===== src/rtl/pc_next_unit.sv =====
// rtl/pc_next_unit.sv - program counter with branch/jump redirect, misalignment trap and redirect counter
module pc_next_unit #(
   parameter int              XLEN         = 32,
   parameter logic [XLEN-1:0] RESET_VECTOR = 32'h0000_0000,
   parameter logic [XLEN-1:0] TRAP_VECTOR  = 32'h0000_0100,
   parameter int              IALIGN       = 4,
   parameter int              CNT_W        = 16
) (
   input  logic             clk,
   input  logic             reset,
   input  logic             stall,
   input  logic             branch,
   input  logic [2:0]       branch_op,
   input  logic             zero_flag,
   input  logic             lt_flag,
   input  logic             ltu_flag,
   input  logic             jal,
   input  logic             jalr,
   input  logic [XLEN-1:0]  imm,
   input  logic [XLEN-1:0]  rs1_val,
   output logic [XLEN-1:0]  pc_out,
   output logic [XLEN-1:0]  link_out,
   output logic             taken,
   output logic             trap_valid,
   output logic [XLEN-1:0]  trap_epc,
   output logic [XLEN-1:0]  trap_tval,
   output logic [CNT_W-1:0] redirect_count
);

   logic [XLEN-1:0] seq;
   logic [XLEN-1:0] br_tgt;
   logic [XLEN-1:0] jalr_sum;
   logic [XLEN-1:0] jalr_tgt;
   logic [XLEN-1:0] target;
   logic            cond;
   logic            misaligned;

   always_comb begin
      seq      = pc_out + XLEN'(IALIGN);
      br_tgt   = pc_out + imm;
      jalr_sum = rs1_val + imm;
      jalr_tgt = jalr_sum & {{(XLEN-1){1'b1}}, 1'b0};

      case (branch_op)
         3'b000:  cond = zero_flag;
         3'b001:  cond = !zero_flag;
         3'b100:  cond = lt_flag;
         3'b101:  cond = !lt_flag;
         3'b110:  cond = ltu_flag;
         3'b111:  cond = !ltu_flag;
         default: cond = 1'b0;
      endcase

      target = seq;
      taken  = 1'b0;
      if (jalr) begin
         target = jalr_tgt;
         taken  = 1'b1;
      end else if (jal) begin
         target = br_tgt;
         taken  = 1'b1;
      end else if (branch && cond) begin
         target = br_tgt;
         taken  = 1'b1;
      end

      // JALR has bit0 cleared already, so the same test covers all redirect kinds
      misaligned = taken && ((IALIGN == 4) ? (target[1] | target[0]) : target[0]);
      link_out   = seq;
   end

   always_ff @(posedge clk or posedge reset) begin
      if (reset) begin
         pc_out         <= RESET_VECTOR;
         trap_valid     <= 1'b0;
         trap_epc       <= '0;
         trap_tval      <= '0;
         redirect_count <= '0;
      end else if (stall) begin
         trap_valid <= 1'b0;
      end else if (misaligned) begin
         pc_out     <= TRAP_VECTOR;
         trap_valid <= 1'b1;
         trap_epc   <= pc_out;
         trap_tval  <= target;
      end else begin
         pc_out     <= target;
         trap_valid <= 1'b0;
         if (taken)
            redirect_count <= redirect_count + CNT_W'(1);
      end
   end

endmodule


===== config.mk =====
export PLATFORM = sky130hd
export DESIGN_NAME = pc_next_unit
export DESIGN_NICKNAME = d
export VERILOG_FILES = /design/src/rtl/pc_next_unit.sv
export SDC_FILE = /design/constraint.sdc
export NUM_CORES = 1
export LEC_CHECK = 0
export CAP_MARGIN = 20
export CORE_MARGIN = 5
export CORE_UTILIZATION = 46
export CTS_CLUSTER_DIAMETER = 30
export CTS_CLUSTER_SIZE = 24
export DETAILED_ROUTE_END_ITERATION = 12
export HOLD_SLACK_MARGIN = 0.03
export PLACE_DENSITY_LB_ADDON = 0.05
export SYNTH_ARGS = -nofsm -noshare
export SYNTH_HDL_FRONTEND = slang
export SYNTH_SLANG_ARGS = --single-unit

===== constraint.sdc =====
create_clock -name clk -period 4 [get_ports clk]
set_input_delay 1 -clock clk [delete_from_list [all_inputs] [get_ports clk]]
set_output_delay 1 -clock clk [all_outputs]
set_load 0.01 [all_outputs]

==> flow_summary.ini, run 1 <==
[synth]
synth_warnings = 0
seq_area_frac_synth_pct = 31.3
synthesis.area_um2 = 9040
ys_top_cells_by_area = dfrtp_1 (31%), nand2_1 (9.2%), ha_1 (8.7%)
synth_edf_count = 0
yosysTopAreaCellShare_pct = 31.3
synth_cell_types = 82
yosys.area.top_type = dfrtp_1
synthArstFlopShare_pct = 100
synth_fp_nets = 1256
postSynthAreaPerCell_um2 = 8.11
ys_top_cells_by_count = nand2_1 (222), dfrtp_1 (113), a21oi_1 (82)
yosys_most_used_dff = dfrtp_1
syn-instance-count = 1115
synth.most_common_cell = nand2_1
ys_ff_latch = 113

[floorplan]
dieArea_um2 = 22600
rows = 51
core_um2 = 19400
die_h_um = 150
io_pins = 222
start_util_pct = 46.6
dieWidth_um = 150

[sta]
fin_skew_ns = 0.00990
finalWorstSetupSlack_ns = 0.119
timing.fmax_mhz = 258
tightestPinTransition_ns = 0.584
setup_viol = 0
post-route-period-util_pct = 97.0
final_hold_viol_count = 0
slew_violations = 0
rsz0062_at_grt = yes
whs_ns = 0.471
slew_headroom_pct = 60.7
finalCriticalPeriod_ns = 3.88

[global_routing]
grt_pass1_vias = 9303
grtUsageTotal_pct = 29.1
grt_max_degree = 61
antenna_found_initial = 0
grt_pass1_wl_mm = 51.4
grt-ovfl-total = 0

[placement]
dp_hpwl_mm = 25.2
gp_congestion = 0.944
numPortBuffers = 221
dpl_cell_area_um2 = 12100
pre_cts_ws_ns = -0.152

[route]
routedWlPerCell_um = 19.5
vias = 9423
dr.pass1.iters = 7
via_per_inst = 5.61
ant_nets = 0
initialDrtViolationCount = 761
drc = 0
wl_mm = 32.7

[clock_tree]
cts.sink_count = 113
cts_tree = built
htreeDepth = 4
clk_pin_slew_ns = 0.06
root_buffer = clkbuf_16
clock_path_buffers = 2
numCtsBuffers = 17
clk_latency_ns = 0.43
hold_buffers = 0

[layout]
nFillCells = 1744
antenna_cells = 0
syn2layout_area_growth_pct = 40.9
fin_area_um2 = 12700
nets = 1543
drive_gt1_share_pct = 12.0
multi_input_comb_area_um2 = 5940
regArea_um2 = 2830

[flow_run]
maxCapViolations = 0

[setup_path]
max_stage_delay_ns = 0.62
critPathKind = flip-flop to primary output
worst_path_max_delay_cell = clkdlybuf4s50_1
cp_max_fo = 8
crit_arrival_ns = 2.88
critPathRequiredTime_ns = 3.00
cp-start-kind = flip-flop
worstPathCellList = nand3_1 -> nor4_4 -> buf_4 -> nand4_1 -> xnor2_1 -> clkdlybuf4s50_1
end_kind = primary output

[pwr]
finalPower_mw = 5.87
pwr_density_cell_nw_per_um2 = 460
vdd_drop_max_mv = 0.349
p_leak_nw = 5.74

[run_status]
status = complete, no violations

[min_path]
hold_class = flip-flop to flip-flop
-- cell families (layout without fill, tap and decap cells) --
group	after synthesis	after routing	share of synthesized area, %
muxes	18	18	2.15
xor gates and xnor gates	86	86	8.42
adders and majority gates	65	65	9.16
and+or+nand+nor	450	450	23.1
buffers and inverters	71	371	3.29
AOI/OAI and AO/OA	312	312	22.6
DFF	113	113	31.3
-- power by group --
| part | switching (mW) | internal [mW] |
|---|---|---|
| Clock | 0.666 | 0.958 |
| Combinational | 1.33 | 1.29 |
| Sequential | 0.225 | 1.39 |
-- layout by cell type, fill, tap and decap left out, types with 35 or more instances in the layout --
master and n:
nand2_1 222, clkdlybuf4s50_1 220, dfrtp_1 110, buf_4 91, a21oi_1 82, nor2_1 74, ha_1 63, o21ai_0 57
xnor2_1 51, nand3_1 35
-- worst paths after layout --
| path | endpoint | slack [ns] | depth (start not counted) | startpoint |
|---|---|---|---|---|
| setup / recovery | link_out[25] | 0.12 | 6 | pc_out[13]$_DFFE_PP0N_ |
| hold / removal | trap_epc[24]$_DFFE_PP0P_ | 0.47 | 2 | trap_epc[24]$_DFFE_PP0P_ |
| setup reg to reg | trap_tval[19]$_DFFE_PP0P_ | 0.88 | 12 | pc_out[4]$_DFFE_PP0N_ |
| hold reg to reg | trap_epc[24]$_DFFE_PP0P_ | 0.47 | 2 | trap_epc[24]$_DFFE_PP0P_ |
| max in group asynchronous | trap_epc[22]$_DFFE_PP0P_ | 2.36 | 3 | reset |
| min in group asynchronous | trap_epc[3]$_DFFE_PP0P_ | 0.89 | 2 | reset |
-- flip-flops by register name, indices dropped and copies added (netlist names) --
register        count
pc_out             32
trap_epc           32
trap_tval          32
redirect_count     16
trap_valid          1
-- through the flow --
stage	util, %	instances	TNS (ns)
after global placement	62.3	1646	-0.331
final	65.7	1680	0
after floorplan	-	1115	0
after detailed placement	62.3	1646	-0.538
after CTS	65.5	1679	0
after global routing	65.7	1680	-0.0295
-- cell type report --
cell class                      count  area share, %
Multi-Input combinational cell    931           46.6
Inverter                           25          0.756
Timing Repair Buffer              314           23.1
Tap cell                          265           2.60
Clock inverter                     14           1.32
Clock buffer                       18           3.45
Sequential cell                   113           22.2
-- worst max-delay path: cells and delay by family (launching register included) --
family        cells  cell delay [ns]
xor+xnor          1             0.37
simple gates      3             0.75
flops             1             0.51
buf+inv           2             0.82
-- repair_timing --
action / in CTS / in global routing
gates resized for setup: 0 / 8
endpoints found under the setup margin: 1 / 11
setup buffers: 1 / 1
pin swaps: 2 / 1
-- per-layer routing --
| layer | routed length (µm) | global-route usage [%] | vias to the layer above |
|---|---|---|---|
| li1 | - | - | 4589 |
| met1 | 14600 | 40.2 | 4422 |
| met2 | 15100 | 46.9 | 361 |
| met3 | 2330 | 5.93 | 51 |
| met4 | 692 | 7.59 | 0 |
| met5 | 0 | 0 | - |
Note: power is estimated with default switching activity, not from simulation.
==> run 2: changes to the inputs <==
--- a/config.mk
+++ b/config.mk
@@ -7,7 +7,8 @@
 export LEC_CHECK = 0
 export CAP_MARGIN = 20
 export CORE_MARGIN = 5
-export CORE_UTILIZATION = 46
+export CORE_UTILIZATION = 47
+export CTS_BUF_LIST = sky130_fd_sc_hd__clkbuf_8
 export CTS_CLUSTER_DIAMETER = 30
 export CTS_CLUSTER_SIZE = 24
 export DETAILED_ROUTE_END_ITERATION = 12
==> run 2 against run 1 <==
Clock power fell by 35%; die area fell by 2.0%; total power fell by 10%; first-iteration DRC count rose by 6.6%; clock skew rose by 0.0057 ns; sequential share of layout area rose by 0.49 points; critical path depth did not move; maximum frequency fell by 0.91%; count of clock-buffer cells in the layout rose by 1; global-route usage barely moved; wire length fell by 0.85%; hold slack improved by 0.0036 ns; critical endpoint is now link_out[31]; largest power group unchanged.
==> flow_summary.ini, run 2 (synthesis gave the netlist of run 1 again) <==
[sta]
whs_ns = 0.475
finalWorstSetupSlack_ns = 0.0835
post-route-period-util_pct = 97.9
rsz0062_at_grt = yes
final_hold_viol_count = 0
timing.fmax_mhz = 255
finalCriticalPeriod_ns = 3.92
slew_headroom_pct = 57.0
slew_violations = 0
tightestPinTransition_ns = 0.629
fin_skew_ns = 0.0156
final.setup.tns_ns = 0
setup_viol = 0

[setup_path]
path_buf_inv = 1
reg2reg_setup_slack_ns = 0.86
max_stage_delay_ns = 0.57
critPathRequiredTime_ns = 3.00
regToRegEndpoint = pc_out[28]$_DFFE_PP0N_
worst_path_max_delay_cell = clkdlybuf4s50_1
critPathKind = flip-flop to primary output
r2r_cells = 11
cp_max_fo = 6
cp-start-kind = flip-flop
worstPathCellList = nand3_1 -> nor4_4 -> nand2_2 -> nor4_2 -> xor2_1 -> clkdlybuf4s50_1
end_kind = primary output
r2r_start = pc_out[0]$_DFFE_PP0N_
crit_family = simple AND/OR/NAND/NOR gates
crit_arrival_ns = 2.92

[pwr]
vdd_drop_max_mv = 0.270
pwr_density_cell_nw_per_um2 = 423
clock_power_share_pct = 19.9
p_comb_share_pct = 49.3
p_int_mw = 3.15
p_seq_share_pct = 30.9
p_sw_share_pct = 40.3
p_leak_nw = 5.61
power_switching_mw = 2.13

[layout]
reg_top3 = pc_out (32), trap_epc (32), trap_tval (32)
mostFrequentLayoutCell = nand2_1
drive_gt1_share_pct = 12.0
antenna_cells = 0
fin_util_pct = 66.2
mostFrequentLayoutCells = nand2_1 (222), clkdlybuf4s50_1 (219), dfrtp_1 (108), buf_4 (88), a21oi_1 (82)
nets = 1540
syn2layout_area_growth_pct = 38.0

[route]
drc = 0
wl_mm = 32.4
ant_nets = 0
routedWlPerCell_um = 19.4
via_per_inst = 5.69
dr.pass1.iters = 6
vias = 9515
initialDrtViolationCount = 811

[placement]
dp_hpwl_mm = 24.6
gp_congestion = 0.970
numPortBuffers = 221
pre_cts_ws_ns = -0.171

[min_path]
hold_class = flip-flop to flip-flop
min-delay-start = trap_epc[25]$_DFFE_PP0P_
hold_end = trap_epc[25]$_DFFE_PP0P_
hold_depth = 2

[run_status]
status = complete, no violations

[clock_tree]
root_buffer = clkbuf_8
cts.sink_count = 113
clock_path_buffers = 2
numCtsBuffers = 17
htreeDepth = 4
clk_pin_slew_ns = 0.08
clk_latency_ns = 0.45
cts_tree = built

[flow_run]
maxCapViolations = 0

[floorplan]
core_um2 = 18800
dieArea_um2 = 22100
dieWidth_um = 149
io_pins = 222
die_h_um = 149
start_util_pct = 48.0
rows = 50

[global_routing]
grt_max_degree = 114
antenna_found_initial = 0
grtUsageTotal_pct = 29.2
grt-ovfl-total = 0
grt_pass1_vias = 9296
grt_pass1_wl_mm = 51.2
## run 2: layout make-up
cell class              instances  area (µm²)
well taps                     260         325
fillers                      1642        6360
flip-flops and latches        113        2830
clock inverters                13         101
repair buffers                311        2910
clock buffers                  19         262
multi-input cells             931        5940
inverters                      25        96.3
## run 2: timing repair
action / in CTS / in global routing
hold endpoints to repair: 0 / 0
gates resized for setup: 1 / 10
hold buffers: 0 / 0
cloned: 0 / 0
pin swaps: 0 / 2
endpoints found under the setup margin: 1 / 11
setup buffers: 0 / 2
## run 2: per-stage QoR
| step | power, mW | area, µm² | cells |
|---|---|---|---|
| finish | 5.28 | 12500 | 1672 |
| global placement | 4.20 | 12100 | 1638 |
| global route | 5.61 | 12500 | 1672 |
| CTS | 5.28 | 12400 | 1670 |
| floorplan | 2.95 | 9040 | 1115 |
| detailed placement | 4.22 | 12100 | 1638 |
## run 2: worst reg2reg max path: stages (launching register included)
cell and delay, ns:
dfrtp_1 0.44, ha_1 0.23, fa_1 0.39, a211oi_1 0.23, o21bai_1 0.15, o211ai_1 0.28
a31oi_1 0.24, a22oi_2 0.36, o211ai_1 0.16, xor2_1 0.16, mux2i_1 0.21, o221ai_1 0.14
## run 2: power by group through the flow
stage | clock [mW] | sequential, mW | combinational [mW]
global route | 1.12 | 1.67 | 2.82
detailed placement | 0 | 1.64 | 2.57
global placement | 0 | 1.64 | 2.56
floorplan | 0 | 1.72 | 1.23
finish | 1.05 | 1.63 | 2.60
CTS | 1.06 | 1.62 | 2.59
## run 2: how the worst max path moves through the flow
| stage | startpoint | to | slack, ns | cells after the start |
|---|---|---|---|---|
| 6_report | pc_out[21]$_DFFE_PP0N_ | link_out[31] | 0.08 | 6 |
| 5_1_grt | pc_out[2]$_DFFE_PP0N_ | link_out[30] | -0.07 | 8 |
| 4_1_cts | pc_out[4]$_DFFE_PP0N_ | link_out[31] | 0.0009 | 7 |
| 3_5_place_dp | imm[1] | trap_tval[19]$_DFFE_PP0P_ | -0.17 | 13 |
| 3_3_place_gp | imm[1] | pc_out[19]$_DFFE_PP0N_ | -0.06 | 13 |
| 2_1_floorplan | reset | pc_out[0]$_DFFE_PP0N_ | 0.01 | 1 |
## run 2: layer usage
layer / vias to the layer above / GRT usage, % / wire (µm)
met1: 4497 / 40.0 / 14100
met4: 0 / 8.04 / 807
met2: 392 / 47.0 / 15000
li1: 4569 / - / -
met3: 57 / 5.82 / 2560
met5: - / 0 / 0
